### src/rtl/demux_lanes_1a2.sv
// Two-lane word distributor: deals valid words alternately onto lane 0 / lane 1.
// Define DEMUX_PAIR_ALIGN_EN to release lane words as aligned pairs (lane 0 word held).
module demux_lanes_1a2 #(
  parameter int DATA_W = 32,
  parameter int CNT_W  = 8
) (
  input  logic              clk_2f,
  input  logic              reset_L,
  input  logic              active,
  input  logic [DATA_W-1:0] data_in,
  input  logic              valid_in,
  output logic [DATA_W-1:0] lane_0,
  output logic              valid_0,
  output logic [DATA_W-1:0] lane_1,
  output logic              valid_1,
  output logic              sel,
  output logic [CNT_W-1:0]  drop_cnt
);

  typedef enum logic [1:0] {IDLE, EXP0, EXP1} state_t;

  state_t            state_q, state_d;
  logic              sel_q, sel_d;
  logic [DATA_W-1:0] stg_d0_q, stg_d0_d, stg_d1_q, stg_d1_d;
  logic              stg_v0_q, stg_v0_d, stg_v1_q, stg_v1_d;
  logic [DATA_W-1:0] lane_0_q, lane_0_d, lane_1_q, lane_1_d;
  logic              valid_0_q, valid_0_d, valid_1_q, valid_1_d;
  logic [CNT_W-1:0]  drop_cnt_q, drop_cnt_d;
  logic [1:0]        drop_inc;
  logic [CNT_W:0]    drop_sum;
`ifdef DEMUX_PAIR_ALIGN_EN
  logic [DATA_W-1:0] hold_q, hold_d;
`endif

  always_comb begin
    state_d  = state_q;
    stg_d0_d = stg_d0_q;
    stg_d1_d = stg_d1_q;
    stg_v0_d = 1'b0;
    stg_v1_d = 1'b0;
    drop_inc = 2'd0;
`ifdef DEMUX_PAIR_ALIGN_EN
    hold_d   = hold_q;
`endif
    if (!active) begin
      state_d  = IDLE;
      drop_inc = {1'b0, valid_in};
`ifdef DEMUX_PAIR_ALIGN_EN
      // A half-built pair loses its partner when the link drops.
      if (state_q == EXP1) drop_inc = drop_inc + 2'd1;
`endif
    end else begin
      case (state_q)
        IDLE: begin
          state_d  = EXP0;
          drop_inc = {1'b0, valid_in};
        end
        EXP0: if (valid_in) begin
`ifdef DEMUX_PAIR_ALIGN_EN
          hold_d   = data_in;
`else
          stg_d0_d = data_in;
          stg_v0_d = 1'b1;
`endif
          state_d  = EXP1;
        end
        EXP1: if (valid_in) begin
          stg_d1_d = data_in;
          stg_v1_d = 1'b1;
`ifdef DEMUX_PAIR_ALIGN_EN
          stg_d0_d = hold_q;
          stg_v0_d = 1'b1;
`endif
          state_d  = EXP0;
        end
        default: state_d = IDLE;
      endcase
    end

    drop_sum   = {1'b0, drop_cnt_q} + {{(CNT_W-1){1'b0}}, drop_inc};
    drop_cnt_d = drop_sum[CNT_W] ? {CNT_W{1'b1}} : drop_sum[CNT_W-1:0];
    sel_d      = (state_d == EXP1);

    // Second stage: staged words land on the lanes one edge after acceptance.
    lane_0_d  = stg_v0_q ? stg_d0_q : lane_0_q;
    lane_1_d  = stg_v1_q ? stg_d1_q : lane_1_q;
    valid_0_d = stg_v0_q;
    valid_1_d = stg_v1_q;
  end

  always_ff @(posedge clk_2f) begin
    if (!reset_L) begin
      state_q    <= IDLE;
      sel_q      <= 1'b0;
      stg_d0_q   <= '0;
      stg_d1_q   <= '0;
      stg_v0_q   <= 1'b0;
      stg_v1_q   <= 1'b0;
      lane_0_q   <= '0;
      lane_1_q   <= '0;
      valid_0_q  <= 1'b0;
      valid_1_q  <= 1'b0;
      drop_cnt_q <= '0;
`ifdef DEMUX_PAIR_ALIGN_EN
      hold_q     <= '0;
`endif
    end else begin
      state_q    <= state_d;
      sel_q      <= sel_d;
      stg_d0_q   <= stg_d0_d;
      stg_d1_q   <= stg_d1_d;
      stg_v0_q   <= stg_v0_d;
      stg_v1_q   <= stg_v1_d;
      lane_0_q   <= lane_0_d;
      lane_1_q   <= lane_1_d;
      valid_0_q  <= valid_0_d;
      valid_1_q  <= valid_1_d;
      drop_cnt_q <= drop_cnt_d;
`ifdef DEMUX_PAIR_ALIGN_EN
      hold_q     <= hold_d;
`endif
    end
  end

  assign lane_0   = lane_0_q;
  assign lane_1   = lane_1_q;
  assign valid_0  = valid_0_q;
  assign valid_1  = valid_1_q;
  assign sel      = sel_q;
  assign drop_cnt = drop_cnt_q;

endmodule

### config.mk
export PLATFORM = sky130hd
export DESIGN_NAME = demux_lanes_1a2
export DESIGN_NICKNAME = d
export VERILOG_FILES = /design/src/rtl/demux_lanes_1a2.sv
export SDC_FILE = /design/constraint.sdc
export NUM_CORES = 1
export LEC_CHECK = 0
export ABC_AREA = 1
export BUFFER_PORTS_ARGS = -buffer_cell sky130_fd_sc_hd__buf_4
export CAP_MARGIN = 20
export CORE_MARGIN = 2
export CORE_UTILIZATION = 25
export CTS_BUF_LIST = sky130_fd_sc_hd__clkbuf_16
export DETAILED_ROUTE_END_ITERATION = 10
export PLACE_DENSITY_LB_ADDON = 0.1
export SYNTH_ARGS = -nofsm -noshare
export SYNTH_HDL_FRONTEND = slang
export SYNTH_SLANG_ARGS = --single-unit
### constraint.sdc
create_clock -name clk_2f -period 1.5 [get_ports clk_2f]
set_input_delay 0.375 -clock clk_2f [delete_from_list [all_inputs] [get_ports clk_2f]]
set_output_delay 0.375 -clock clk_2f [all_outputs]
set_load 0.01 [all_outputs]
==> impl_metrics.tcl, run 1 <==
set metrics [dict create \
    first_pass_iters 4 \
    die_area_um2 21160 \
    hold_viol_final 0 \
    yosys_warnings 0 \
    drtIter0Drc 148 \
    core_um2 19530 \
    clkTransAtPathRegs_ns 0.06 \
    cts.sink_count 143 \
    grt_pass1_wl_mm 23.18 \
    p_sw_share_pct 21.35 \
    nets 787 \
    cts-root-buf "clkbuf_16" \
    grt_pass1_vias 4692 \
    yosysTopAreaCell "dfxtp_1" \
    slowest_delay_ns 0.32 \
    final_antenna_net_count 0 \
    yosysSeqAreaShare_pct 57.21 \
    gr-total-overflow 0 \
    synth_nets 676 \
    area_growth_pct 36.46 \
    synth_top_area_share_pct 57.21 \
    wl_mm 14.22 \
    finalMaxSlewViolations 0 \
    finalClockSkew_ns 0.005522 \
    path_max_fanout 3 \
    fin_crit_ns 1.505 \
    tightest_slew_ns 0.5573 \
    synth_area_um2 5004 \
    r2r_cells 9 \
    synthCells 638 \
    grt_usage_pct 13.82 \
    synth_flop_cell "dfxtp_1" \
    synth_common_cells "267 x nor2_1, 143 x dfxtp_1, 85 x o21ai_0, 46 x o21ai_1, 25 x clkbuf_1" \
    period_share_pct 100.3 \
    maxClockFrequency_mhz 664.5 \
    crit_start "state_q[0]$_SDFF_PN0_" \
    holdWs_ns 0.2135 \
    synth_cell_types 22 \
    start_util_pct 25.62 \
    crit_slowest_cell "dfxtp_2" \
    maxSlewHeadroom_pct 62.81 \
    die_y_um 145.5 \
    synth_edf_count 0 \
    num_vias 4457 \
    endpoint_kind "register" \
    die_x_um 145.5 \
    hp-class "input pin to register" \
    path_cells "inv_2 > nand2_2 > a21oi_2 > ha_2 > ha_4 > nand2_4 > nand3b_1 > o21ai_1 > nor2_1" \
    clk_path_buf_depth 2 \
    syn_avg_cell_area_um2 7.843 \
    endpoint "drop_cnt[6]$_SDFF_PN0_" \
    cts_max_level 4 \
    dp_hpwl_mm 10.07 \
    synth_seq_cells 143 \
    status "finished with violations" \
    fin_util_pct 34.97 \
    num_rows 51 \
    antenna_cells 0 \
    grt_max_degree 37 \
    p_clk_share_pct 49.9 \
    cts_tree "done" \
    gp_congestion 0.7419 \
    drive_above_1_share_pct 23.39 \
    r2r_end "drop_cnt[6]$_SDFF_PN0_" \
    fillers 2123 \
    finalSetupViolCount 1 \
    crit_required_ns 1.78 \
    p_int_w 0.006799 \
    worst_setup_path_start_kind "register" \
    ioPinCount 111 \
    drc 0 \
    synth_most_common_cell "nor2_1" \
    p_switching_w 0.001845 \
    cts_made_buffers 17 \
    ff2ff_setup_slack_ns -0.005 \
    synth-async-reset-ratio_pct 0 \
    cp.arrival_ns 1.79 \
    worst_skew_pair.late_latency_ns 0.41 \
    layout_setup_ws_ns -0.004890 \
    pwr-share-seq_pct 45.1 \
    violations "setup timing" \
    p_per_area_nw_per_um2 1266 \
    r2r-start "state_q[0]$_SDFF_PN0_" \
    post_drt_wl_per_cell_um 13.86 \
    port_buffers 110 \
    ir_drop_mv 0.6931 \
    rsz0062_at_grt "yes" \
    ys_top_cells_by_area "dfxtp_1 57%, nor2_1 20%, o21ai_0 8.5%" \
    combPwrFrac_pct 4.9 \
    drv_cap 0 \
    worst-setup-path-type "register to register" \
    vias_per_cell 4.344 \
    leakagePower_nw 3.112 \
    antenna_found_initial 0 \
]
[worst min-delay path by stage]
stage | startpoint | endpoint | slack, ns | cells after the start
3_5_place_dp | stg_d1_q[26]$_SDFFE_PN0P_ | lane_1[26]$_SDFFE_PN0P_ | 0.47 | 2
5_1_grt | data_in[1] | stg_d0_q[1]$_SDFFE_PN0P_ | 0.20 | 3
4_1_cts | data_in[3] | stg_d1_q[3]$_SDFFE_PN0P_ | 0.20 | 3
3_3_place_gp | stg_d1_q[7]$_SDFFE_PN0P_ | lane_1[7]$_SDFFE_PN0P_ | 0.47 | 2
2_1_floorplan | stg_d1_q[12]$_SDFFE_PN0P_ | stg_d1_q[12]$_SDFFE_PN0P_ | 0.45 | 2
6_report | data_in[1] | stg_d0_q[1]$_SDFFE_PN0P_ | 0.21 | 3
[per-stage QoR]
step	worst slack [ns]	power, W	TNS, ns	instance area (um2)	instances
6_report	-0.004890	0.008644	-0.004890	6828	1026
5_1_grt	-0.1141	0.009010	-0.3233	6828	1026
4_1_cts	-0.02142	0.008797	-0.02142	6807	1026
3_5_place_dp	-0.3210	0.004410	-2.964	6156	994
3_3_place_gp	-0.2589	0.004404	-1.681	6156	994
2_1_floorplan	0.04961	0.004177	0	5004	638
[power by group through the flow]
stage | sequential [W] | clock, W | combinational [W]
2_1_floorplan | 0.00399 | 0 | 0.000188
3_3_place_gp | 0.00398 | 0 | 0.000421
3_5_place_dp | 0.00398 | 0 | 0.000427
4_1_cts | 0.00390 | 0.00446 | 0.000433
5_1_grt | 0.00391 | 0.00463 | 0.000476
6_report | 0.00390 | 0.00432 | 0.000425
[cell families after synthesis]
kind of cell             share of synthesized area [%]
flip-flops                                       57.21
adder cells (fa/ha/maj)                         0.5000
AND/OR/NAND/NOR                                  22.46
XOR/XNOR                                        0.3502
buffers and inverters                            5.351
AO/OA/AOI/OAI                                    14.13
[state kept, by name (all words and copies together) (netlist names)]
| signal | count |
|---|---|
| drop_cnt | 8 |
| lane_0 | 32 |
| lane_1 | 32 |
| sel | 1 |
| state_q | 2 |
| stg_d0_q | 32 |
| stg_d1_q | 32 |
| stg_v0_q | 1 |
| stg_v1_q | 1 |
| valid_0 | 1 |
| valid_1 | 1 |
[cell usage in the layout (no fill, tap or decap)]
master and n:
dfxtp_1 142, o21ai_0 84, nand2_2 2, nand3b_1 1
nand2_1 12, a21oi_2 2, clkinv_4 1, clkinv_1 2
buf_4 128, ha_2 1, o21ai_1 47, bufinv_16 4
nand2_4 2, clkinvlp_4 2, nor2_1 266, inv_2 3
nand3_1 3, clkbuf_16 17, buf_12 3, xnor2_1 1
xor2_2 1, a21oi_1 7, nand3_2 1, nor2_2 1
inv_4 2, inv_1 16, nand3_4 1, clkinv_2 4
dfxtp_2 1, nor2_4 1, a31oi_1 1, nor3_1 1
ha_4 1
[critical path: cells and delay by family (launching register included)]
family	cells	cell delay, ns
AO/OA/AOI/OAI	2	0.29
AND/OR/NAND/NOR	4	0.35
flip-flops	1	0.32
adder cells (fa/ha/maj)	2	0.38
buffers and inverters	1	0.04
[final cells by class]
cell class	instances	area (um2)	area share (%)
sequential	143	2864	41.95
multi-input combinational	436	1931	28.28
timing repair buffer	131	1021	14.95
clock buffer	17	425.4	6.231
tap	265	331.6	4.856
clock inverter	14	175.2	2.566
inverter	20	80.08	1.173
[layer usage]
layer / global-route usage [%] / vias up / wire, um
met5: 0 / - / 0
met1: 15.61 / 2069 / 6123
li1: - / 2260 / -
met3: 4.890 / 20 / 877
met2: 24.29 / 108 / 6988
met4: 4.608 / 0 / 228
[timing repair]
action	4_1_cts	5_1_grt
resized for setup	12	9
setup endpoints to repair	8	68
setup buffers	1	0
pin swaps	6	6
hold buffers	0	0
Power figures use the tool's default switching activity.
==> run 2, diff against run 1 <==
CORE_ASPECT_RATIO = 0.6   (was default)
==> impl_metrics.tcl, run 2 (same netlist as run 1, synthesis figures left out) <==
set metrics [dict create \
    worst_setup_path_start_kind "register" \
    fin_util_pct 34.09 \
    grt_max_degree 65 \
    holdWs_ns 0.2088 \
    slowest_delay_ns 0.32 \
    cts_made_buffers 17 \
    r2r-start "state_q[0]$_SDFF_PN0_" \
    ioPinCount 111 \
    fin_crit_ns 1.456 \
    area_growth_pct 35.03 \
    crit_slowest_cell "dfxtp_2" \
    die_y_um 113.6 \
    rsz0062_at_grt "yes" \
    num_vias 4409 \
    tightest_slew_ns 0.4875 \
    holdPathEnd "stg_d1_q[8]$_SDFFE_PN0P_" \
    r2r_cells 9 \
    antenna_found_initial 0 \
    post_drt_wl_per_cell_um 13.83 \
    ff2ff_setup_slack_ns 0.04 \
    worst_skew_pair.late_latency_ns 0.42 \
    drive_above_1_share_pct 22.83 \
    maxClockFrequency_mhz 687.0 \
    hold_viol_final 0 \
    grt_pass1_wl_mm 22.70 \
    grt_pass1_vias 4264 \
    drtIter0Drc 277 \
    gr-total-overflow 0 \
    fillers 2141 \
    core_um2 19820 \
    final_antenna_net_count 0 \
    ir_drop_mv 0.7694 \
    cts_max_level 4 \
    cts-root-buf "clkbuf_16" \
    design_area_um2 6756 \
    port_buffers 110 \
    r2r_end "drop_cnt[6]$_SDFF_PN0_" \
    wl_mm 14.31 \
    grt_usage_pct 13.80 \
    clkTransAtPathRegs_ns 0.07 \
    finalSetupViolCount 0 \
    antenna_cells 0 \
    finalClockSkew_ns 0.01576 \
    layout_commonest_cell "nor2_1" \
    vias_per_cell 4.260 \
    maxSlewHeadroom_pct 67.47 \
    gp_congestion 0.7224 \
    worst-setup-path-type "register to register" \
    drv_cap 0 \
    p_per_area_nw_per_um2 1209 \
    hp-class "input pin to register" \
    cts_tree "done" \
    cp.arrival_ns 1.74 \
    clk_path_buf_depth 2 \
    path_cells "inv_2 > nand2_2 > a21oi_2 > ha_2 > ha_4 > nand2_4 > nand3b_1 > o21ai_1 > nor2_1" \
    fin_tns_setup_ns 0 \
    worstHoldStart "data_in[8]" \
    dp_hpwl_mm 9.748 \
    hold_buffers 0 \
    endpoint_kind "register" \
    die_area_um2 21200 \
    status "finished clean" \
    num_rows 40 \
    period_share_pct 97.05 \
    path_max_fanout 3 \
    placed_area_um2 6181 \
    leakagePower_nw 3.067 \
    crit_start "state_q[0]$_SDFF_PN0_" \
    start_util_pct 25.25 \
    crit_required_ns 1.79 \
    drc 0 \
    layout_common_cells "266 x nor2_1, 141 x dfxtp_1, 129 x buf_4, 84 x o21ai_0, 47 x o21ai_1" \
    first_pass_iters 4 \
    hold_depth 3 \
    finalMaxSlewViolations 0 \
    cts.sink_count 143 \
    nets 788 \
    die_x_um 186.6 \
]
run 2: cell count changes in the layout (fill, tap and decap cells not counted), sizes merged:
| cell | change |
|---|---|
| buf | +1 |
| clkinv | +1 |
| clkinvlp | +2 |
| bufinv | -3 |
run 2: where the power goes:
| group | switching [W] | internal, W | leakage, nW | total, W |
|---|---|---|---|---|
| clock | 0.00163 | 0.00223 | 0.246 | 0.00386 |
| sequential | 0.0000370 | 0.00386 | 1.16 | 0.00390 |
| combinational | 0.000221 | 0.000187 | 1.66 | 0.000408 |
run 2: layout make-up:
cell class | instances | area (um2) | area share [%]
inverter | 20 | 77.57 | 1.148
tap | 273 | 341.6 | 5.056
clock inverter | 14 | 101.3 | 1.500
sequential | 143 | 2865 | 42.41
timing repair buffer | 132 | 1028 | 15.22
multi-input combinational | 436 | 1917 | 28.37
clock buffer | 17 | 425.4 | 6.296
run 2: critical path, delay by kind of cell (launching register included):
family          cells  cell delay, ns
buf+inv             1            0.04
flops               1            0.32
simple gates        4            0.33
fa+ha+maj           2            0.37
compound gates      2            0.27
run 2: worst max-delay path by stage:
stage,endpoint,depth (start not counted)
floorplan,drop_cnt[7]$_SDFF_PN0_,11
global placement,drop_cnt[5]$_SDFF_PN0_,11
detailed placement,drop_cnt[7]$_SDFF_PN0_,11
CTS,drop_cnt[7]$_SDFF_PN0_,11
global route,drop_cnt[7]$_SDFF_PN0_,11
finish,drop_cnt[6]$_SDFF_PN0_,9
run 2: per-stage QoR:
stage                     power, W  setup slack (ns)  instances
after global routing      0.008533          -0.04120       1035
after detailed placement  0.004390           -0.2436       1004
after CTS                 0.008296          0.004941       1035
after floorplan           0.004177           0.04961        638
after global placement    0.004383           -0.1988       1004
final                     0.008166           0.04429       1035
run 2: metal layers:
layer	wire length, um	track usage (%)	part of all wire (%)	vias up
met5	0	0	0	-
met4	135	4.603	0.94	0
met3	911	5.015	6.4	10
met2	5778	19.75	40	95
met1	7488	19.14	52	2047
li1	-	-	-	2257
run 2: what timing repair did:
| action | in CTS | in global routing |
|---|---|---|
| pin swaps | 3 | 8 |
| setup buffers | 0 | 0 |
| cloned | 0 | 0 |
| hold endpoints to repair | 0 | 0 |
| setup endpoints to repair | 8 | 40 |
| resized for setup | 7 | 10 |
